### src/rtl/alu_share_arb_pkg.sv
// alu_share_arb_pkg: ALU control code width and op encodings shared with the EX stage
package alu_share_arb_pkg;
    localparam int ALU_CTRL_W = 4;
    typedef enum logic [ALU_CTRL_W-1:0] {
        ALU_ADD  = 4'b0000,
        ALU_SLL  = 4'b0001,
        ALU_SLT  = 4'b0010,
        ALU_SLTU = 4'b0011,
        ALU_XOR  = 4'b0100,
        ALU_SRL  = 4'b0101,
        ALU_OR   = 4'b0110,
        ALU_AND  = 4'b0111,
        ALU_SUB  = 4'b1000,
        ALU_SRA  = 4'b1101
    } alu_op_e;
endpackage

### src/rtl/alu_share_arb_rr_arb2.sv
// rr_arb2: two-way round-robin grant, pointer held by the parent
module rr_arb2 (
    input  logic [1:0] valid,
    input  logic       ptr,
    output logic [1:0] grant
);
    // a lone requester wins outright; on contention the favoured one wins
    always_comb grant = (valid == 2'b11) ? (ptr ? 2'b10 : 2'b01) : valid;
endmodule

### src/rtl/alu_share_arb.sv
// alu_share_arb: shares one EX ALU between pipeline issue and aux unit via issue/result registers
module alu_share_arb
    import alu_share_arb_pkg::*;
#(
    parameter int XLEN  = 32,
    parameter int TAG_W = 5
) (
    input  logic                  clk,
    input  logic                  rst,
    input  logic [1:0]            req_valid,
    output logic [1:0]            req_ready,
    input  logic [XLEN-1:0]       req0_a,
    input  logic [XLEN-1:0]       req0_b,
    input  logic [ALU_CTRL_W-1:0] req0_ctrl,
    input  logic [TAG_W-1:0]      req0_tag,
    input  logic [XLEN-1:0]       req1_a,
    input  logic [XLEN-1:0]       req1_b,
    input  logic [ALU_CTRL_W-1:0] req1_ctrl,
    input  logic [TAG_W-1:0]      req1_tag,
    output logic [XLEN-1:0]       alu_a,
    output logic [XLEN-1:0]       alu_b,
    output logic [ALU_CTRL_W-1:0] alu_ctrl,
    input  logic [XLEN-1:0]       alu_result,
    output logic [1:0]            rsp_valid,
    input  logic [1:0]            rsp_ready,
    output logic [XLEN-1:0]       rsp_data,
    output logic [TAG_W-1:0]      rsp_tag,
    output logic                  busy
);
    logic                  s1_valid, s1_owner;
    logic [XLEN-1:0]       s1_a, s1_b;
    logic [ALU_CTRL_W-1:0] s1_ctrl;
    logic [TAG_W-1:0]      s1_tag;
    logic                  s2_valid, s2_owner;
    logic [XLEN-1:0]       s2_data;
    logic [TAG_W-1:0]      s2_tag;
    logic                  rr_ptr, g, accept, s2_free, s1_adv, s1_free;
    logic [1:0]            gnt;

    rr_arb2 u_arb (.valid(req_valid), .ptr(rr_ptr), .grant(gnt));

    assign rsp_valid = {s2_valid & s2_owner, s2_valid & ~s2_owner};
    assign s2_free   = !s2_valid | (rsp_valid[s2_owner] & rsp_ready[s2_owner]);
    assign s1_adv    = s1_valid & s2_free;
    assign s1_free   = !s1_valid | s1_adv;
    assign req_ready = s1_free ? gnt : 2'b00;
    assign accept    = |(req_valid & req_ready);
    assign g         = gnt[1];
    // the ALU sees zeros whenever the issue register is empty
    assign alu_a     = s1_valid ? s1_a : '0;
    assign alu_b     = s1_valid ? s1_b : '0;
    assign alu_ctrl  = s1_valid ? s1_ctrl : '0;
    assign rsp_data  = s2_data;
    assign rsp_tag   = s2_tag;
    assign busy      = s1_valid | s2_valid;

    // issue and result registers; drain, advance and accept may all land on one edge
    always_ff @(posedge clk) begin
        if (rst) begin
            s1_valid <= 1'b0;
            s1_owner <= 1'b0;
            s1_a     <= '0;
            s1_b     <= '0;
            s1_ctrl  <= '0;
            s1_tag   <= '0;
            s2_valid <= 1'b0;
            s2_owner <= 1'b0;
            s2_data  <= '0;
            s2_tag   <= '0;
            rr_ptr   <= 1'b0;
        end else begin
            if (s1_adv) begin
                s2_valid <= 1'b1;
                s2_owner <= s1_owner;
                s2_data  <= alu_result;
                s2_tag   <= s1_tag;
            end else if (s2_free) begin
                s2_valid <= 1'b0;
            end
            if (accept) begin
                s1_valid <= 1'b1;
                s1_owner <= g;
                s1_a     <= g ? req1_a : req0_a;
                s1_b     <= g ? req1_b : req0_b;
                s1_ctrl  <= g ? req1_ctrl : req0_ctrl;
                s1_tag   <= g ? req1_tag : req0_tag;
                rr_ptr   <= ~g;
            end else if (s1_adv) begin
                s1_valid <= 1'b0;
            end
        end
    end
endmodule

### config.mk
export PLATFORM = sky130hd
export DESIGN_NAME = alu_share_arb
export DESIGN_NICKNAME = d
export VERILOG_FILES = /design/src/rtl/alu_share_arb_pkg.sv /design/src/rtl/alu_share_arb_rr_arb2.sv /design/src/rtl/alu_share_arb.sv
export SDC_FILE = /design/constraint.sdc
export NUM_CORES = 1
export LEC_CHECK = 0
export BUFFER_PORTS_ARGS = -buffer_cell sky130_fd_sc_hd__buf_4
export CORE_UTILIZATION = 40
export CTS_CLUSTER_DIAMETER = 100
export DETAILED_ROUTE_END_ITERATION = 8
export GPL_TIMING_DRIVEN = 0
export MAX_ROUTING_LAYER = met4
export PLACE_DENSITY = 0.82
export SLEW_MARGIN = 10
export SYNTH_ARGS = -nofsm -noshare
export SYNTH_HDL_FRONTEND = slang
export SYNTH_SLANG_ARGS = --single-unit
### constraint.sdc
create_clock -name clk -period 1.8 [get_ports clk]
set_input_delay 0.27 -clock clk [delete_from_list [all_inputs] [get_ports clk]]
set_output_delay 0.27 -clock clk [all_outputs]
set_load 0.02 [all_outputs]
==> flow_results.org, run 1 <==
** STA
- Setup violation total in the final timing report :: 0
- Static timing analysis puts the maximum clock frequency at 569.1 MHz.
- Slew of the pin with the lowest slew margin :: 564.5 ps
- The final hold violation count came to 0.
- Setup total negative slack :: 0 ps
- Final Max Slew Viols :: 0
- The worst pin sits at a relative slew slack of 62.37%.
- Period Utilization, post-route :: 97.61%
- Fin Clk Skew :: 3.969 ps
- Period minus WS final :: 1757 ps

** Finish
- Share of layout cells above drive strength 1 :: 39.94%
- The multi-input combinational cells in the finished layout cover a total of 2409 um2.
- In the final layout, flip-flops and latches occupy 2310 um2.
- The layout has 1039 filler cells.
- 0 antenna diodes ended up in the layout.
- In the final design database the tool counted 1096 nets.
- Synth-to-layout area growth :: 63.30%

** Worst setup path
- At the worst endpoint, the required time is 1530 ps.
- Crit Path Category :: reg2out
- Endpoint class of the critical path :: primary output
- The worst setup path is launched from a flop.
- Endpoint of the worst-slack reg-to-reg timing path :: s1_b[25]
- Depth of the worst register-to-register path :: 7
- Crit path arrival time :: 1490 ps
- The startpoint identified for the worst register-to-register timing path is s2_owner.
- In this run the worst setup path begins at s1_valid.
- Critical path fanouts, max :: 10
- Register-to-Register Setup Slack :: 110 ps
- The critical path ends at busy.

** Route
- In this run the remaining antenna-violating nets after routing total 0.
- The final layout contains routed wiring with a total length of 17.74 mm.
- Number of vias per cell :: 5.149
- After detailed routing, the average wire length per cell comes to 16.56 um.
- The first detailed-routing pass ran for 4 iterations.
- Remaining DRCs :: 0
- Across all layers, the routed design uses 5515 vias.
- The first routing iteration left 293 violations.

** Clocking
- TritonCTS created 17 clock buffers.
- Clock edge transition at the registers on the reported setup and hold paths :: 50 ps
- Clock root cell :: sky130_fd_sc_hd__clkbuf_16
- Clock insertion delay at the later pin of the skew report :: 410 ps
- CTS Buffer Depth :: 2
- Clock tree from TritonCTS :: built
- Sink count of the clock tree :: 115
- The clock tree synthesis step divided the H-tree into 4 levels.
- In this run, post-CTS hold repair placed 0 buffers.

** Floorplan
- Ports placed on the boundary :: 294
- Initial core utilization :: 41.04%
- The total area inside the core boundary comes to 12010 um2.
- Measured along the y axis, the die boundary spans 113.0 um.
- From left edge to right edge, the die measures 113.0 um.
- The floorplan has 40 rows.
- Total Die Area :: 12770 um2

** Pwr
- For this design the static power due to leakage is 3.756 nW.
- Power density relative to cell area :: 945.7 nW/um2
- Total power :: 7.613 mW
- Maximum vdd drop :: 608.9 uV

** Global route
- For met2 alone, demand over resource in global routing was 48.55%.
- Met3 routing resource usage after global routing :: 7.552%
- The number of antenna violations at the first check in global routing is 0.
- Met1 track demand over resource :: 31.53%
- Sum of overflow across all layers after global routing :: 0
- Peak-usage layer in the global routing report :: met2
- First-pass GRT wire length :: 26.92 mm
- The number of global-route vias before repair was 5269.
- Global routing consumed, over all layers together, 28.55% of the routing resources.
- Entering global routing, the biggest net connects 17 pins.

** Synthesis
- After synthesis the cells add up to 4930 um2.
- Synthesis handed over a netlist of 598 instances.
- Summed over all instances, the cell type with the most area after synthesis is sky130_fd_sc_hd__dfxtp_1.
- In the synthesized netlist the dominant register cell turns out to be sky130_fd_sc_hd__dfxtp_1.
- Number of warnings reported in the yosys synthesis log :: 0
- In this run, synthesis inferred 0 flip-flops with an integrated enable.
- Area contributors post-synth :: sky130_fd_sc_hd__dfxtp_1 (47%), sky130_fd_sc_hd__a211oi_1 (11%), sky130_fd_sc_hd__and2_1 (8.8%)
- After synthesis, the netlist uses 24 different library cells.
- Of the synthesized area, sequential elements account for 46.70%.
- By instance count, the leading cell after synthesis is sky130_fd_sc_hd__dfxtp_1.
- Post-synthesis sequential element count :: 115
- Per-instance average area after synthesis :: 8.244 um2
- Fraction of synthesis flops using an asynchronous set or reset pin :: 0%
- After synthesis, the most frequently instantiated cells are sky130_fd_sc_hd__dfxtp_1 (115), sky130_fd_sc_hd__nand2_1 (78), sky130_fd_sc_hd__nor2_1 (77).
- The share of synthesized area in the top cell type comes to 46.70%.
- Net count after synthesis :: 782

** Placement
- Routability congestion estimate :: 0.7862
- Port buffer count :: 292
- Detailed placement ended at an HPWL of 13.04 mm.

** Outcome
- Status :: finished clean

** Min path
- The worst hold path belongs to the class in2reg.

** Run
- Max-capacitance violation count :: 0
## repair_timing
item / CTS / global route
setup endpoints to repair: 147 / 69
buffers inserted: 2 / 1
resized for setup: 32 / 27
endpoints found under the hold margin: 0 / 0
gates cloned: 1 / 0
## per-stage QoR
step                utilization (%)  hold WS, ps  setup slack (ps)  instance area [um2]  std cells
global placement              60.82        438.8            -235.1                 7306       1037
CTS                           66.50        65.94            0.5638                 7988       1070
detailed placement            60.82        447.0            -277.3                 7306       1037
global route                  67.02        77.52            -15.52                 8050       1071
finish                        67.02        84.01             42.94                 8050       1071
floorplan                         -        386.1             321.1                 4930        598
## layer usage
layer / vias to the layer above / routed length [um]
li1: 2726 / -
met1: 2531 / 6975
met2: 221 / 9095
met3: 37 / 1177
met4: 0 / 492
met5: - / 0
## state kept, by name, summed over array words and instances (netlist names)
register	flops
rsp_data	32
s1_a	32
s1_b	32
rsp_tag	5
s1_tag	5
s1_ctrl	4
rr_ptr	1
s1_owner	1
s1_valid	1
s2_owner	1
s2_valid	1
## worst min-delay path by stage
stage / startpoint / to / slack (ps) / depth (start not counted)
floorplan: req_valid[1] / rr_ptr / 390 / 1
global placement: s1_tag[0] / rsp_tag[0] / 440 / 2
detailed placement: rsp_data[31] / rsp_data[31] / 450 / 2
CTS: req_valid[1] / rr_ptr / 70 / 2
global route: req_valid[1] / rr_ptr / 80 / 2
finish: req_valid[1] / rr_ptr / 80 / 2
## placed cells by master (no fill, tap or decap)
cell type,count
sky130_fd_sc_hd__a211oi_1,73
sky130_fd_sc_hd__a21bo_2,1
sky130_fd_sc_hd__a21boi_0,1
sky130_fd_sc_hd__a21boi_1,1
sky130_fd_sc_hd__a21oi_1,41
sky130_fd_sc_hd__a311oi_1,1
sky130_fd_sc_hd__a31oi_4,1
sky130_fd_sc_hd__and2_1,69
sky130_fd_sc_hd__and3_4,1
sky130_fd_sc_hd__buf_2,5
sky130_fd_sc_hd__buf_4,301
sky130_fd_sc_hd__buf_8,2
sky130_fd_sc_hd__bufinv_16,2
sky130_fd_sc_hd__clkbuf_1,27
sky130_fd_sc_hd__clkbuf_16,17
sky130_fd_sc_hd__clkbuf_2,8
sky130_fd_sc_hd__clkbuf_4,10
sky130_fd_sc_hd__clkbuf_8,6
sky130_fd_sc_hd__clkinv_2,3
sky130_fd_sc_hd__clkinvlp_4,4
sky130_fd_sc_hd__dfxtp_1,113
sky130_fd_sc_hd__dfxtp_4,2
sky130_fd_sc_hd__inv_1,1
sky130_fd_sc_hd__mux2i_1,13
sky130_fd_sc_hd__mux2i_4,1
sky130_fd_sc_hd__nand2_1,77
sky130_fd_sc_hd__nand2_4,1
sky130_fd_sc_hd__nand3_2,1
sky130_fd_sc_hd__nor2_1,76
sky130_fd_sc_hd__nor2_2,1
sky130_fd_sc_hd__nor2b_1,1
sky130_fd_sc_hd__o21ai_0,1
sky130_fd_sc_hd__o21ba_2,1
sky130_fd_sc_hd__o22ai_1,60
sky130_fd_sc_hd__or2_2,1
## logic make-up (layout without fill, tap and decap cells)
family | after synthesis | in the layout | synth area share [%]
compound gates | 181 | 181 | 24.14
buf+inv | 60 | 386 | 5.203
flops | 115 | 115 | 46.70
mux | 14 | 14 | 2.919
simple gates | 228 | 228 | 21.04
## worst max-delay path, stage by stage, from the launching register on
cell                       delay, ps
sky130_fd_sc_hd__dfxtp_4         360
sky130_fd_sc_hd__clkbuf_8        160
sky130_fd_sc_hd__buf_8           130
sky130_fd_sc_hd__or2_2           260
sky130_fd_sc_hd__buf_4           160
## power by group
group | internal (mW) | switching, mW
Combinational | 0.731 | 0.749
Sequential | 2.76 | 0.102
Clock | 2.13 | 1.15
Total | 5.61 | 2.00
## area by class of cell
cell class | count | share of cell area, %
multi-input combinational | 423 | 29.92
timing repair buffer | 296 | 27.60
clock inverter | 9 | 1.306
buffer | 58 | 4.259
inverter | 1 | 0.04663
tap | 147 | 2.285
sequential | 115 | 28.69
clock buffer | 22 | 5.891
Note: power is estimated with default switching activity, not from simulation.
==> run 2: changes to the inputs <==
--- a/config.mk
+++ b/config.mk
@@ -6,13 +6,13 @@
 export NUM_CORES = 1
 export LEC_CHECK = 0
 export BUFFER_PORTS_ARGS = -buffer_cell sky130_fd_sc_hd__buf_4
+export CORE_ASPECT_RATIO = 0.7
 export CORE_UTILIZATION = 40
 export CTS_CLUSTER_DIAMETER = 100
 export DETAILED_ROUTE_END_ITERATION = 8
 export GPL_TIMING_DRIVEN = 0
 export MAX_ROUTING_LAYER = met4
 export PLACE_DENSITY = 0.82
-export SLEW_MARGIN = 10
 export SYNTH_ARGS = -nofsm -noshare
 export SYNTH_HDL_FRONTEND = slang
 export SYNTH_SLANG_ARGS = --single-unit
==> run 2 against run 1 <==
The flow now finishes with violations (negative setup slack). Clock skew rose by 1.9 ps. Clock power shrank 6.1%. Clock-buffer cell count fell by 2. Worst hold slack gained 8.5 ps. Critical path type unchanged. Largest cell class unchanged.
==> flow_results.org, run 2 (same netlist as run 1, synthesis figures left out) <==
** Outcome
- Status :: finished, violations left
- Failing checks :: negative setup slack

** STA
- Period minus WS final :: 1801 ps
- Static timing analysis puts the maximum clock frequency at 555.2 MHz.
- Headroom to the max-slew limit came out at 66.15%.
- Hold Fails Final Rpt :: 0
- At the pin with the least slew margin, the transition time is 507.8 ps.
- Setup repair after global routing could not meet its margin everywhere.
- Period Utilization, post-route :: 100.1%
- Fin Clk Skew :: 5.848 ps
- Once routing completed, OpenROAD measured the worst setup slack at -1.191 ps.
- The max-slew violation total from the final report came to 0.
- Setup violations remaining at the end of the flow were counted as 1.

** Placement
- Number of cells in the design after placement :: 1047
- Total half-perimeter wirelength after legalization and detailed placement :: 12.78 mm
- OpenSTA, run right after detailed placement, puts the worst setup slack at -318.8 ps.
- Port buffer count :: 292
- At the end of routability-driven placement, the weighted congestion stood at 0.8582.

** Worst setup path
- For flop-to-flop paths, the worst setup slack is 110 ps.
- The critical path is of the reg2out type.
- Required time of the worst setup path :: 1530 ps
- Endpoint of the worst-slack reg-to-reg timing path :: rsp_data[22]
- Data arrives at the worst endpoint at 1530 ps.
- Cell chain of the critical path :: mux2i_4 > and3_4 > nor2_4 > buf_6
- Broken down by cell family, the worst path's largest delay share belongs to flip-flops.
- The worst setup path is captured at a primary output.
- Depth of the worst register-to-register path :: 7
- The slowest stage of the critical path belongs to the cell sky130_fd_sc_hd__dfxtp_4.
- Along the worst path, the maximum fanout reaches 4.
- In this run the critical register-to-register path is launched from s2_owner.
- Counting both buffers and inverters, the worst setup path holds a total of 1.
- Largest stage delay, worst path :: 360 ps
- Nature of the critical path startpoint :: flop

** Route
- First drt pass iteration count :: 4
- Number of design-rule violations left by the first detailed-router iteration :: 179
- The detail route stage leaves a number of antenna-violating nets equal to 0.
- Across all layers, the routed design uses 5504 vias.
- Number of vias per cell :: 5.096
- Final Routed Wirelength :: 17.15 mm
- Average routed wire per standard cell :: 15.88 um
- For this run, design rule violations remaining after detail routing come to 0.

** Clocking
- Clock root cell :: sky130_fd_sc_hd__clkbuf_16
- The clock drives 115 sinks.
- After clock tree synthesis, the clock-pin slew on the worst setup and hold paths is 60 ps.
- CTS Hold Bufs :: 0
- CTS built an H-tree with a depth of 4.
- Counting the buffers created by CTS gives 17.
- Clock tree from TritonCTS :: built
- The later pin in the worst-skew pair is clocked with a latency of 410 ps.
- The clock passes through at most 2 buffers.

** Global route
- Vias in the first global route :: 5202
- Initial antenna violation count :: 0
- Across every metal layer, demand over resource in global routing totals 27.63%.
- The first global-routing pass estimated 25.95 mm of wire.
- Sum of overflow across all layers after global routing :: 0
- Entering global routing, the biggest net connects 17 pins.

** Pwr
- Maximum vdd drop :: 734.6 uV
- Summed over all cells, the static leakage comes to 3.733 nW.
- Power spread over the standard cell area amounts to 921.9 nW/um2.

** Min path
- Origin of the worst min-delay path :: req_valid[1]
- Counting instances, the worst hold path has a depth of 2.
- The worst hold path terminates at rr_ptr.
- Type of the worst min-delay path :: in2reg

** Finish
- Synth-to-layout area growth :: 63.07%
- Leaving out filler cells and counting taps, the final layout contains 1080.
- Share of layout cells above drive strength 1 :: 40.20%
- Commonest cells after routing, fill and taps aside :: sky130_fd_sc_hd__buf_4 (295), sky130_fd_sc_hd__dfxtp_1 (113), sky130_fd_sc_hd__nand2_1 (77)
- Number of antenna cells inserted :: 0
- After the last flow step, the layout net total stands at 1094.
- Leaving out fill and tap cells, the most frequent cell in the layout is sky130_fd_sc_hd__buf_4.
- Count of fill cells added during filler insertion :: 1048

** Floorplan
- The floorplan step set the die width to 134.7 um.
- Floorplan core area :: 11850 um2
- Total Die Area :: 12780 um2
- Vert. Die Dim :: 94.88 um
- Ports placed on the boundary :: 294
- Once the floorplan was initialized, standard cells occupied 41.60% of the core.
- The initialized floorplan defines 33 standard-cell rows.

** Run
- Max-capacitance violation count :: 0
-- run 2: worst max-delay path by stage --
stage	depth (start not counted)	slack, ps	startpoint	end
after floorplan	6	320	s2_owner	rsp_data[22]
after global placement	4	-260	s1_valid	s1_b[29]
after detailed placement	4	-320	s1_valid	s1_b[29]
after CTS	7	-30	s2_owner	s1_b[6]
after global routing	4	-50	s2_owner	req_ready[1]
final	4	-1	s2_owner	req_ready[1]
-- run 2: metrics by stage --
step / power (mW) / cell area (um2) / TNS (ps) / hold WS (ps) / util [%]
2_1_floorplan: 3.621 / 4930 / 0 / 386.1 / -
3_3_place_gp: 4.310 / 7318 / -16370 / 442.7 / 61.76
3_5_place_dp: 4.331 / 7318 / -18000 / 446.8 / 61.76
4_1_cts: 7.425 / 7986 / -161.8 / 78.71 / 67.40
5_1_grt: 7.722 / 8039 / -78.39 / 88.30 / 67.84
6_report: 7.411 / 8039 / -1.191 / 92.50 / 67.84
-- run 2: worst reg2reg max path: stages (launching register included) --
cell and delay (ps):
sky130_fd_sc_hd__dfxtp_4 360, sky130_fd_sc_hd__mux2i_4 310, sky130_fd_sc_hd__buf_12 150, sky130_fd_sc_hd__a21bo_2 130
sky130_fd_sc_hd__clkbuf_4 190, sky130_fd_sc_hd__buf_2 230, sky130_fd_sc_hd__nand2_1 90, sky130_fd_sc_hd__a21oi_1 150
-- run 2: final cells by class --
cell class,count,area [um2],area share [%]
sequential,115,2310,28.73
clock inverter,12,82.58,1.027
buffer,58,332.8,4.140
clock buffer,20,466.7,5.805
timing repair buffer,294,2231,27.75
inverter,1,3.754,0.04669
tap,157,196.4,2.444
multi-input combinational,423,2416,30.05
-- run 2: repair_timing --
item | in CTS | in global routing
resized for setup | 32 | 30
endpoints found under the setup margin | 160 | 134
pin swaps | 1 | 4
hold endpoints to repair | 0 | 0
cloned | 0 | 0
buffers inserted | 2 | 0
-- run 2: report_power, final --
group	internal [mW]	leakage (nW)	switching [mW]
combinational	0.732	2.52	0.745
clock	1.86	0.256	1.22
sequential	2.76	0.955	0.103
-- run 2: metal layers --
metal | part of all wire (%) | GRT usage (%) | vias to the layer above
li1 | - | - | 2738
met5 | 0 | - | -
met1 | 43 | 33.64 | 2541
met4 | 1.6 | 9.270 | 0
met3 | 6.8 | 6.924 | 21
met2 | 48 | 44.80 | 204
